### config.mk
export PLATFORM = sky130hd
export DESIGN_NAME = lock_pid_sequencer
export DESIGN_NICKNAME = d
export VERILOG_FILES = /design/src/rtl/lock_pid_sequencer.sv
export SDC_FILE = /design/constraint.sdc
export NUM_CORES = 1
export LEC_CHECK = 0
export ABC_CLOCK_PERIOD_IN_PS = 5450
export BUFFER_PORTS_ARGS = -buffer_cell sky130_fd_sc_hd__buf_2
export CAP_MARGIN = 10
export CORE_UTILIZATION = 58
export CTS_BUF_LIST = sky130_fd_sc_hd__clkbuf_16
export DETAILED_ROUTE_END_ITERATION = 16
export PLACE_DENSITY_LB_ADDON = 0.3
export REMOVE_ABC_BUFFERS = 1
export SKIP_CTS_REPAIR_TIMING = 1
export SYNTH_ARGS = -nofsm -noshare
export SYNTH_HDL_FRONTEND = slang
export SYNTH_SLANG_ARGS = --single-unit
### constraint.sdc
create_clock -name clk_i -period 5.45 [get_ports clk_i]
set_input_delay 1.635 -clock clk_i [delete_from_list [all_inputs] [get_ports clk_i]]
set_output_delay 1.635 -clock clk_i [all_outputs]
set_load 0.005 [all_outputs]
### src/rtl/lock_pid_sequencer.sv
// Auto-lock sequencer: sweeps the actuator, catches an error zero crossing,
// hands the loop to the PID with a preset integrator and supervises lock.
module lock_pid_sequencer (
  input  logic               clk_i,
  input  logic               rstn_i,
  input  logic               start_i,
  input  logic               stop_i,
  input  logic               relock_en_i,
  input  logic signed [13:0] err_i,
  input  logic signed [13:0] sweep_min_i,
  input  logic signed [13:0] sweep_max_i,
  input  logic        [13:0] sweep_step_i,
  input  logic        [15:0] sweep_div_i,
  input  logic        [13:0] thr_i,
  input  logic        [15:0] settle_i,
  input  logic        [7:0]  max_sweeps_i,
  output logic signed [13:0] ctrl_o,
  output logic               out_sel_o,
  output logic               pid_freeze_o,
  output logic               pid_ifreeze_o,
  output logic               int_rst_o,
  output logic signed [13:0] int_rst_val_o,
  output logic        [2:0]  state_o,
  output logic               locked_o,
  output logic               lost_o,
  output logic               fail_o
);

  localparam int unsigned DW = 14;
  localparam int unsigned CW = 16;
  localparam int unsigned SW = 8;

  typedef enum logic [2:0] {
    ST_IDLE   = 3'd0,
    ST_SWEEP  = 3'd1,
    ST_ENGAGE = 3'd2,
    ST_SETTLE = 3'd3,
    ST_LOCKED = 3'd4,
    ST_FAIL   = 3'd5
  } state_e;

  state_e               state_q, state_d;
  logic signed [DW-1:0] ctrl_q, ctrl_d;
  logic                 dir_dn_q, dir_dn_d;
  logic [CW-1:0]        div_q, div_d;
  logic [SW-1:0]        sw_q, sw_d;
  logic [CW-1:0]        cnt_q, cnt_d;
  logic                 lost_q, lost_d;
  logic signed [DW-1:0] e1_q, e2_q;
  logic                 pid_on_d;
  logic signed [DW-1:0] rst_val_d;

  logic signed [DW:0]   e1_x, ctrl_x, step_x, min_x, max_x, next_up, next_dn;
  logic [DW:0]          e_abs;
  logic [DW-1:0]        step_eff;
  logic [CW:0]          settle_eff, cnt_inc;
  logic [SW-1:0]        sw_inc;
  logic                 in_win, xing, tick;

  // Error window / crossing detection and sweep arithmetic at 15 bits
  always_comb begin
    e1_x       = {e1_q[DW-1], e1_q};
    e_abs      = e1_q[DW-1] ? (DW+1)'(-e1_x) : (DW+1)'(e1_x);
    in_win     = (e_abs <= {1'b0, thr_i});
    xing       = in_win && (e1_q[DW-1] != e2_q[DW-1]);
    step_eff   = (sweep_step_i == '0) ? DW'(1) : sweep_step_i;
    ctrl_x     = {ctrl_q[DW-1], ctrl_q};
    step_x     = {1'b0, step_eff};
    min_x      = {sweep_min_i[DW-1], sweep_min_i};
    max_x      = {sweep_max_i[DW-1], sweep_max_i};
    next_up    = ctrl_x + step_x;
    next_dn    = ctrl_x - step_x;
    tick       = (div_q >= sweep_div_i);
    settle_eff = (settle_i == '0) ? (CW+1)'(1) : {1'b0, settle_i};
    cnt_inc    = {1'b0, cnt_q} + (CW+1)'(1);
    sw_inc     = sw_q + SW'(1);
  end

  // Next-state, sweep datapath and next output values
  always_comb begin
    state_d   = state_q;
    ctrl_d    = ctrl_q;
    dir_dn_d  = dir_dn_q;
    div_d     = div_q;
    sw_d      = sw_q;
    cnt_d     = cnt_q;
    lost_d    = lost_q;
    pid_on_d  = 1'b0;
    rst_val_d = '0;
    if (stop_i) begin
      state_d = ST_IDLE;
      cnt_d   = '0;
    end else begin
      case (state_q)
        ST_IDLE, ST_FAIL: begin
          if (start_i) begin
            state_d  = ST_SWEEP;
            ctrl_d   = sweep_min_i;
            dir_dn_d = 1'b0;
            sw_d     = '0;
            div_d    = '0;
            cnt_d    = '0;
            lost_d   = 1'b0;
          end
        end
        ST_SWEEP: begin
          if (xing) begin
            state_d = ST_ENGAGE;
          end else if (tick) begin
            div_d = '0;
            if (!dir_dn_q) begin
              if (next_up >= max_x) begin
                ctrl_d   = sweep_max_i;
                dir_dn_d = 1'b1;
              end else begin
                ctrl_d = next_up[DW-1:0];
              end
            end else if (next_dn <= min_x) begin
              ctrl_d   = sweep_min_i;
              dir_dn_d = 1'b0;
              sw_d     = sw_inc;
              if ((max_sweeps_i != '0) && (sw_inc == max_sweeps_i)) state_d = ST_FAIL;
            end else begin
              ctrl_d = next_dn[DW-1:0];
            end
          end else begin
            div_d = div_q + CW'(1);
          end
        end
        ST_ENGAGE: begin
          state_d = ST_SETTLE;
          cnt_d   = '0;
        end
        ST_SETTLE: begin
          if (!in_win) begin
            state_d = ST_SWEEP;
            cnt_d   = '0;
            div_d   = '0;
          end else if (cnt_inc >= settle_eff) begin
            state_d = ST_LOCKED;
            cnt_d   = '0;
          end else begin
            cnt_d = cnt_inc[CW-1:0];
          end
        end
        ST_LOCKED: begin
          if (in_win) begin
            cnt_d = '0;
          end else if (cnt_inc >= settle_eff) begin
            lost_d  = 1'b1;
            cnt_d   = '0;
            div_d   = '0;
            state_d = relock_en_i ? ST_SWEEP : ST_IDLE;
          end else begin
            cnt_d = cnt_inc[CW-1:0];
          end
        end
        default: begin
          state_d = ST_IDLE;
          cnt_d   = '0;
        end
      endcase
    end
    pid_on_d  = (state_d == ST_SETTLE) || (state_d == ST_LOCKED);
    rst_val_d = (state_d == ST_ENGAGE) ? ctrl_d : '0;
  end

  // State, datapath and registered outputs
  always_ff @(posedge clk_i or negedge rstn_i) begin
    if (!rstn_i) begin
      state_q       <= ST_IDLE;
      ctrl_q        <= '0;
      dir_dn_q      <= 1'b0;
      div_q         <= '0;
      sw_q          <= '0;
      cnt_q         <= '0;
      lost_q        <= 1'b0;
      e1_q          <= '0;
      e2_q          <= '0;
      out_sel_o     <= 1'b0;
      pid_freeze_o  <= 1'b1;
      pid_ifreeze_o <= 1'b1;
      int_rst_o     <= 1'b1;
      int_rst_val_o <= '0;
      locked_o      <= 1'b0;
      fail_o        <= 1'b0;
    end else begin
      state_q       <= state_d;
      ctrl_q        <= ctrl_d;
      dir_dn_q      <= dir_dn_d;
      div_q         <= div_d;
      sw_q          <= sw_d;
      cnt_q         <= cnt_d;
      lost_q        <= lost_d;
      e1_q          <= err_i;
      e2_q          <= e1_q;
      out_sel_o     <= pid_on_d;
      pid_freeze_o  <= !pid_on_d;
      pid_ifreeze_o <= !pid_on_d;
      int_rst_o     <= !pid_on_d;
      int_rst_val_o <= rst_val_d;
      locked_o      <= (state_d == ST_LOCKED);
      fail_o        <= (state_d == ST_FAIL);
    end
  end

  // Direct views of internal registers
  assign ctrl_o  = ctrl_q;
  assign lost_o  = lost_q;
  assign state_o = state_q;

endmodule

==> results.cfg, run 1 <==
[sta]
finalCritPeriodShare = 1.176
setup-violations-final = 37
rsz0062_at_grt = true
drv_slew = 0
hold_viol_final = 0
worst_slew_pin_slew_ns = 0.8748
tns_ns = -29.90
slew_headroom = 0.4168
setup_ws_ns = -0.9597
layout_min_cycle_time_ns = 6.410
max_freq_mhz = 156.0
fin_skew_ns = 0.01528

[flow_run]
cap_violations = 0

[critical_path]
crit_type = input pin to flip-flop
ff2ff_path_depth = 13
critPathCaptureType = flip-flop
critPathMaxFanout = 6
ff2ff_setup_slack_ns = 0.39
r2r-start = e1_q[3]
worstPathRequired_ns = 5.71
r2r-end = int_rst_val_o[2]
crit_arrival_ns = 6.67
startpoint_type = input pin

[synth]
synth_warnings = 0
yosysUniqueCellTypes = 79
ys_seq_area_frac = 0.2582
yosys_most_used_dff = dfrtp_1
ys_top_cells_by_area = dfrtp_1, ha_1, inv_1, xnor2_1, a21oi_1
synth_top_area_frac = 0.2553
ys_async_sr_fraction = 1.000
netlist_instances = 1092
ys_seq_elements = 92
avgSynthCellArea_um2 = 8.168
yosysTopAreaCell = dfrtp_1
synth-edff-count = 0
netlist_area_um2 = 8920

[hold_path]
hold_path_end = div_q[15]
whs_path_depth = 1
holdCritPathClass = flip-flop to flip-flop
min_from = div_q[15]

[floorplan]
die_area_um2 = 15880
pin_count = 153
coreArea_um2 = 14750
rows = 44
initial_core_util = 0.6046
die_y_um = 126.0
die_w_um = 126.0

[global_route]
use_met3 = 0.05820
grt_use_met1 = 0.4707
grt_max_degree = 60
busiest_layer = met2
grt_usage = 0.3414
grt_util_met2 = 0.5583
grt_antenna_before_repair = 0
grt_pass1_vias = 8970
grt_pass1_wl_um = 43820
grt_remaining_overflow = 0

[place]
gp_congestion = 0.9656
dpl.cell_count = 1499
hpwl_um = 20910
io_buffers = 152

[power]
peakVddDrop_mv = 0.3322
p_leak_uw = 0.005792
powerDensity_nw_per_um2 = 440.0

[routing]
drt-total-wl_um = 27760
drt_first_pass_iters = 5
drcViolationCount = 0
postRouteAntennaNets = 0
drt_iter0_markers = 932
via_per_inst = 6.215
vias = 9490
post_drt_wl_per_cell_um = 18.18

[finish]
final_cells = 1527
num-fill-cells = 1109
nets = 1566
syn2layout_area_growth_pct = 27.24
drive_gt1_frac = 0.2770
antennaDiodeCount = 0

[clocking]
cts_tree = built
cts.sinks = 92
numCtsBuffers = 9
clk_pin_slew_ns = 0.06
cts_max_level = 3
cts_buffer_depth = 2
clk_latency_ns = 0.34
cts_root_buffer = clkbuf_16

[run_status]
violations = setup timing
run_status = finished, violations left
-- worst max-delay path, cell delays in order --
cell and delay, ns:
buf_6 0.09, inv_2 0.05, nand4_1 0.10, nor4_2 0.29
buf_4 0.18, a41o_1 0.19, ha_2 0.21, fa_2 0.21
nor2b_2 0.05, o31a_1 0.36, o2111ai_2 0.25, nand2_1 0.11
a221o_1 0.37, a21oi_2 0.15, xor2_1 0.09, ha_1 0.32
nand4_1 0.13, nor3_2 0.23, o31ai_1 0.14, a222oi_1 0.35
buf_4 0.21, buf_8 0.14, nor2_4 0.04, o221ai_2 0.26
buf_6 0.17, buf_6 0.13, a21oi_2 0.04, o21ai_1 0.17
-- metrics by stage --
| step | utilization | area, um^2 | hold WS, ns | total power (uW) | setup slack, ns |
|---|---|---|---|---|---|
| floorplan | - | 8690 | 0.4552 | 2540 | -1.901 |
| global placement | 0.7199 | 10620 | 0.4749 | 3718 | -1.197 |
| detailed placement | 0.7199 | 10620 | 0.4862 | 3795 | -1.427 |
| CTS | 0.7426 | 10960 | 0.4940 | 4530 | -1.164 |
| global route | 0.7693 | 11350 | 0.5120 | 5282 | -1.261 |
| finish | 0.7693 | 11350 | 0.4953 | 4994 | -0.9597 |
-- report_power, final --
group / internal [uW] / switching [uW] / total, uW
Combinational: 1620 / 1750 / 3370
Clock: 444 / 264 / 708
Sequential: 757 / 156 / 913
Total: 2820 / 2170 / 4990
-- placed cells by master (no fill, tap or decap), drive strengths merged, types with 11 or more instances in the layout --
cell and instances:
a21oi 62, o31ai 30, inv 113, a22o 12
ha 111, o21ai 66, nand2 66, a211oi 14
nand4 18, o21bai 11, buf 289, xor2 13
nand2b 19, or3 13, a31oi 21, nand3 38
xnor2 41, dfrtp 91, nor4 16, a21o 13
nor2 72, nor3 24, and3 14, nor2b 18
-- worst max path at each step --
stage                       endpoint              from
floorplan           int_rst_val_o[5]  sweep_step_i[12]
global placement    int_rst_val_o[5]   sweep_step_i[9]
detailed placement  int_rst_val_o[0]   sweep_step_i[9]
CTS                 int_rst_val_o[0]   sweep_step_i[9]
global route                 sw_q[4]   sweep_step_i[7]
finish                       sw_q[4]   sweep_step_i[7]
-- synth_stat cells (13+ instances only) --
library cell	instances
o21ai_0	54
o31ai_1	29
a21o_1	13
xor2_1	13
nor4_1	16
or3_1	13
a211oi_1	13
nand2_1	66
a31oi_1	20
clkbuf_1	46
inv_1	110
nand2b_1	19
nor3_1	24
nor2b_1	18
nand4_1	18
and3_1	14
xnor2_1	41
ha_1	111
a21oi_1	61
nand3_1	38
dfrtp_1	91
nor2_1	72
-- layer usage --
metal / up-vias / part of all wire
met5: - / 0
met4: 0 / 0.023
met3: 69 / 0.088
met2: 490 / 0.46
met1: 4461 / 0.43
li1: 4470 / -
-- flip-flops by register name, summed over array words and instances, names as in the netlist --
name / flops
cnt_q: 16
div_q: 16
ctrl_o: 14
e1_q: 14
int_rst_val_o: 14
sw_q: 8
state_o: 3
dir_dn_q: 1
e2_q: 1
fail_o: 1
int_rst_o: 1
locked_o: 1
lost_o: 1
out_sel_o: 1
-- area by class of cell --
class	count	area, um^2	area share
repair buffers	289	1851	0.1630
clock inverters	7	110.1	0.009701
multi-input cells	836	6215	0.5476
well taps	184	230.2	0.02028
inverters	110	415.4	0.03660
clock buffers	9	225.2	0.01984
flip-flops and latches	92	2303	0.2030
-- cells by family after synthesis --
logic type | Yosys count | synth area share
DFF | 92 | 0.2582
xor gates and xnor gates | 54 | 0.05302
adders and majority gates | 114 | 0.1613
and+or+nand+nor | 334 | 0.1911
AOI/OAI and AO/OA | 319 | 0.2463
muxes | 15 | 0.01796
buffers and inverters | 164 | 0.07210
No activity file was read; power rests on OpenSTA's default activity.
==> run 2, diff against run 1 <==
--- a/config.mk
+++ b/config.mk
@@ -12,8 +12,10 @@
 export CTS_BUF_LIST = sky130_fd_sc_hd__clkbuf_16
 export DETAILED_ROUTE_END_ITERATION = 16
 export PLACE_DENSITY_LB_ADDON = 0.3
+export RECOVER_POWER = 25
 export REMOVE_ABC_BUFFERS = 1
 export SKIP_CTS_REPAIR_TIMING = 1
 export SYNTH_ARGS = -nofsm -noshare
 export SYNTH_HDL_FRONTEND = slang
 export SYNTH_SLANG_ARGS = --single-unit
+export TNS_END_PERCENT = 50
==> run 2 against run 1 <==
The run ends with capacitance limit, slew limit, setup timing left. Global-route usage stayed put. Largest power group unchanged. Flip-flop and latch count stayed put. Register-to-register slack better by 0.02 ns. Highest routed layer unchanged. First-iteration DRC count is 4.6% lower. Sequential share of layout area is 0.074 points higher. Sequential power hardly changed.
==> results.cfg, run 2 (same netlist as run 1, synthesis figures left out) <==
[power]
p_leak_uw = 0.005788
peakVddDrop_mv = 0.3290
p_seq_frac = 0.184
p_switching_uw = 2146
power_frac_comb = 0.673
power.internal_uw = 2803
clockPowerShare = 0.143
powerDensity_nw_per_um2 = 437.6
p_sw_frac = 0.4336

[global_route]
grt_usage = 0.3414
grt_pass1_vias = 8970
grt_max_degree = 60
grt_antenna_before_repair = 0
grt_pass1_wl_um = 43820
grt_remaining_overflow = 0

[run_status]
violations = capacitance limit, slew limit, setup timing
run_status = finished, violations left

[floorplan]
die_w_um = 126.0
die_area_um2 = 15880
die_y_um = 126.0
rows = 44
initial_core_util = 0.6046
pin_count = 153
coreArea_um2 = 14750

[finish]
final_area_um2 = 11310
antennaDiodeCount = 0
syn2layout_area_growth_pct = 26.78
top_regs = cnt_q x16, div_q x16
postLayoutCoreUtil = 0.7665
drive_gt1_frac = 0.2718
nets = 1566
final_cell_mix = buf_2, buf_4, ha_1
final_common_cell = buf_2

[clocking]
cts_tree = built
clk_latency_ns = 0.34
cts_root_buffer = clkbuf_16
cts.sinks = 92
cts_buffer_depth = 2
cts_max_level = 3
clk_pin_slew_ns = 0.06
numCtsBuffers = 9

[routing]
postRouteAntennaNets = 0
via_per_inst = 6.193
drt-total-wl_um = 27530
drt_first_pass_iters = 6
post_drt_wl_per_cell_um = 18.03
vias = 9456
drcViolationCount = 0
drt_iter0_markers = 889

[hold_path]
whs_path_depth = 1
holdCritPathClass = flip-flop to flip-flop

[critical_path]
crit_type = input pin to flip-flop
worstPathRequired_ns = 5.71
ff2ff_path_depth = 13
crit_arrival_ns = 6.67
startpoint_type = input pin
critPathCaptureType = flip-flop
critPathMaxFanout = 6

[sta]
drv_slew = 60
setup_ws_ns = -0.9634
hold_slack_ns = 0.4905
layout_min_cycle_time_ns = 6.413
setup-violations-final = 37
rsz0062_at_grt = true
slew_headroom = -1.189
fin_skew_ns = 0.01068
finalCritPeriodShare = 1.177
hold_viol_final = 0
worst_slew_pin_slew_ns = 3.284
max_freq_mhz = 155.9

[place]
place_area_um2 = 10620
gp_congestion = 0.9656
dp_slack_ns = -1.427
hpwl_um = 20910
io_buffers = 152

[flow_run]
cap_violations = 1
run 2: final timing paths:
check | slack (ns) | from | endpoint
min reg2reg | 0.49 | div_q[15] | div_q[15]
min | 0.49 | div_q[15] | div_q[15]
min in group asynchronous | 2.39 | rstn_i | cnt_q[4]
max reg2reg | 0.41 | e1_q[3] | int_rst_val_o[11]
max in group asynchronous | 1.21 | rstn_i | div_q[4]
max | -0.96 | sweep_step_i[7] | sw_q[4]
run 2: layout make-up:
type / count / area (um^2)
timing repair buffer: 289 / 1847
clock inverter: 7 / 110.1
clock buffer: 9 / 225.2
sequential: 92 / 2303
inverter: 110 / 415.4
multi-input combinational: 836 / 6177
tap: 184 / 230.2
fill: 1123 / 3446
run 2: stage by stage:
step / power [uW] / cells / setup TNS (ns)
3_3_place_gp: 3718 / 1499 / -39.19
3_5_place_dp: 3795 / 1499 / -45.46
6_report: 4949 / 1527 / -30.11
5_1_grt: 5235 / 1527 / -40.19
2_1_floorplan: 2540 / 1038 / -58.36
4_1_cts: 4530 / 1515 / -36.02
run 2: routing by layer:
metal,vias up,wire length (um),track usage
met5,-,0,0
met4,0,741,0.08150
met3,68,2295,0.05820
met2,487,12620,0.5583
met1,4429,11870,0.4707
li1,4472,-,-
run 2: power groups by stage:
stage	sequential (uW)	clock [uW]	combinational, uW
after floorplan	871	0	1670
final	911	706	3330
after detailed placement	914	0	2880
after global placement	912	0	2810
after global routing	920	732	3580
after CTS	904	708	2920
run 2: worst max-delay path, cell delays in order:
cell	delay, ns
buf_6	0.09
inv_2	0.05
nand4_1	0.10
nor4_2	0.28
buf_4	0.18
a41o_1	0.19
ha_2	0.20
fa_2	0.21
nor2b_2	0.05
o31a_1	0.36
o2111ai_2	0.25
nand2_1	0.11
a221o_1	0.37
a21oi_2	0.15
xor2_1	0.09
ha_1	0.31
nand4_1	0.13
nor3_2	0.22
o31ai_1	0.14
a222oi_1	0.35
buf_4	0.21
buf_8	0.13
nor2_4	0.04
o221ai_2	0.28
buf_6	0.18
buf_6	0.12
a21oi_2	0.04
o21ai_1	0.17
==> run 3, diff against run 2 <==
==> constraint.sdc (replaced) <==
create_clock -name clk_i -period 5.45 [get_ports clk_i]
set_input_delay 0.8175 -clock clk_i [delete_from_list [all_inputs] [get_ports clk_i]]
set_output_delay 0.8175 -clock clk_i [all_outputs]
set_load 0.005 [all_outputs]
==> run 3 against run 2 <==
Sequential power decreased by 0.7%. Clock-buffer cell count stayed put. Routed wire length fell by 4.9%. The run ends with setup timing left. Global-route usage fell by 2.3 points. Via count down 3.5%. First-iteration DRC count grew 7.4%. Design area fell by 4.4%.
==> results.cfg, run 3 (same netlist as run 1, synthesis figures left out) <==
[power]
powerDensity_nw_per_um2 = 432.1
power_frac_comb = 0.677
clockPowerShare = 0.129
power.internal_uw = 2533
peakVddDrop_mv = 0.2706
p_leak_uw = 0.005447
p_sw_frac = 0.4577
p_switching_uw = 2138
p_seq_frac = 0.194

[sta]
drv_slew = 0
slew_headroom = 0.01839
worst_slew_pin_slew_ns = 1.472
setup-violations-final = 29
rsz0062_at_grt = true
finalCritPeriodShare = 1.046
fin_skew_ns = 0.01146
setup_ws_ns = -0.2495
max_freq_mhz = 175.5
hold_viol_final = 0
layout_min_cycle_time_ns = 5.700

[place]
io_buffers = 152
hpwl_um = 19500
dpl.cell_count = 1438
place_area_um2 = 10180
gp_congestion = 0.9638

[global_route]
grt_pass1_wl_um = 40860
grt_max_degree = 67
grt_antenna_before_repair = 0
grt_remaining_overflow = 0
grt_usage = 0.3181
grt_pass1_vias = 8536

[critical_path]
ff2ff_path_depth = 13
critPathCaptureType = flip-flop
critPathMaxFanout = 5
worstPathRequired_ns = 5.65
startpoint_type = input pin
crit_type = input pin to flip-flop
crit_arrival_ns = 5.90

[routing]
drcViolationCount = 0
post_drt_wl_per_cell_um = 17.82
postRouteAntennaNets = 0
drt_first_pass_iters = 7
via_per_inst = 6.214
drt-total-wl_um = 26180
drt_iter0_markers = 955
vias = 9129

[clocking]
numCtsBuffers = 9
cts_buffer_depth = 2
cts_root_buffer = clkbuf_16
cts.sinks = 92
clk_pin_slew_ns = 0.07
cts_max_level = 3
cts_tree = built
clk_latency_ns = 0.34

[finish]
syn2layout_area_growth_pct = 21.22
nets = 1508
final_cell_mix = buf_2, ha_1, inv_1
drive_gt1_frac = 0.2366
register_area_um2 = 2303
final_cells = 1469
top_regs = cnt_q x16, div_q x16
multiInputGateArea_um2 = 6172
final_area_um2 = 10810
antennaDiodeCount = 0
final_common_cell = buf_2
num-fill-cells = 1155

[floorplan]
rows = 44
die_area_um2 = 15880
coreArea_um2 = 14750
die_w_um = 126.0
die_y_um = 126.0
initial_core_util = 0.6046
pin_count = 153

[hold_path]
whs_path_depth = 1
holdCritPathClass = flip-flop to flip-flop

[run_status]
run_status = finished, violations left
violations = setup timing

[flow_run]
cap_violations = 0
## run 3: changes by cell type in the layout (fill, tap and decap cells not counted), sizes merged
| cell | previous run | this run |
|---|---|---|
| bufinv | 3 | 0 |
| clkinvlp | 0 | 3 |
| buf | 288 | 228 |
| clkbuf | 10 | 12 |
## run 3: worst paths after layout
check | start | to | slack [ns]
worst max-delay path | sweep_step_i[7] | ctrl_o[0] | -0.25
worst min-delay path | div_q[15] | div_q[15] | 0.49
worst max register to register | e1_q[3] | int_rst_val_o[0] | 0.47
worst min register to register | div_q[15] | div_q[15] | 0.49
max in group asynchronous | rstn_i | e1_q[4] | 3.05
min in group asynchronous | rstn_i | cnt_q[3] | 0.81
## run 3: worst max-delay path, cell delays in order
cell,delay [ns]
buf_6,0.08
inv_4,0.03
nand4_1,0.10
nor4_2,0.06
buf_4,0.14
a41o_1,0.18
buf_4,0.13
buf_4,0.12
ha_1,0.20
fa_1,0.39
nor2b_1,0.19
o311a_1,0.34
o41ai_2,0.23
buf_4,0.17
mux2_2,0.32
o2111ai_1,0.13
ha_1,0.17
nand4_1,0.06
or2_2,0.35
o31ai_1,0.52
nor4_2,0.10
buf_4,0.19
or3_1,0.34
a31oi_1,0.30
buf_4,0.17
a31oi_1,0.07
## run 3: layout make-up
type | instances | area share
Clock buffer | 9 | 0.02083
Clock inverter | 7 | 0.005323
Inverter | 110 | 0.03865
Multi-Input combinational cell | 836 | 0.5708
Sequential cell | 92 | 0.2130
Tap cell | 184 | 0.02129
Timing Repair Buffer | 231 | 0.1301
## run 3: metrics by stage
| step | TNS (ns) | setup WS (ns) | total power [uW] | hold slack (ns) | util |
|---|---|---|---|---|---|
| after global placement | -9.331 | -0.4199 | 3551 | 0.4745 | 0.6897 |
| after floorplan | -28.12 | -1.084 | 2540 | 0.4552 | - |
| after CTS | -4.019 | -0.2638 | 4229 | 0.3816 | 0.7089 |
| after detailed placement | -15.76 | -0.5816 | 3607 | 0.4846 | 0.6897 |
| after global routing | -11.98 | -0.4573 | 4934 | 0.5294 | 0.7329 |
| final | -2.426 | -0.2495 | 4672 | 0.4929 | 0.7329 |
## run 3: per-layer routing
layer  wire, um  track usage  up-vias
li1           -            -     4351
met1      11250       0.4278     4246
met2      12060       0.5239      471
met3       2349      0.06924       61
met4        520      0.06945        0
met5          0            0        -
## run 3: power by group through the flow
| stage | clock network (uW) | registers [uW] | logic, uW |
|---|---|---|---|
| 2_1_floorplan | 0 | 871 | 1670 |
| 3_3_place_gp | 0 | 909 | 2640 |
| 3_5_place_dp | 0 | 909 | 2700 |
| 4_1_cts | 610 | 898 | 2720 |
| 5_1_grt | 633 | 918 | 3380 |
| 6_report | 603 | 905 | 3160 |
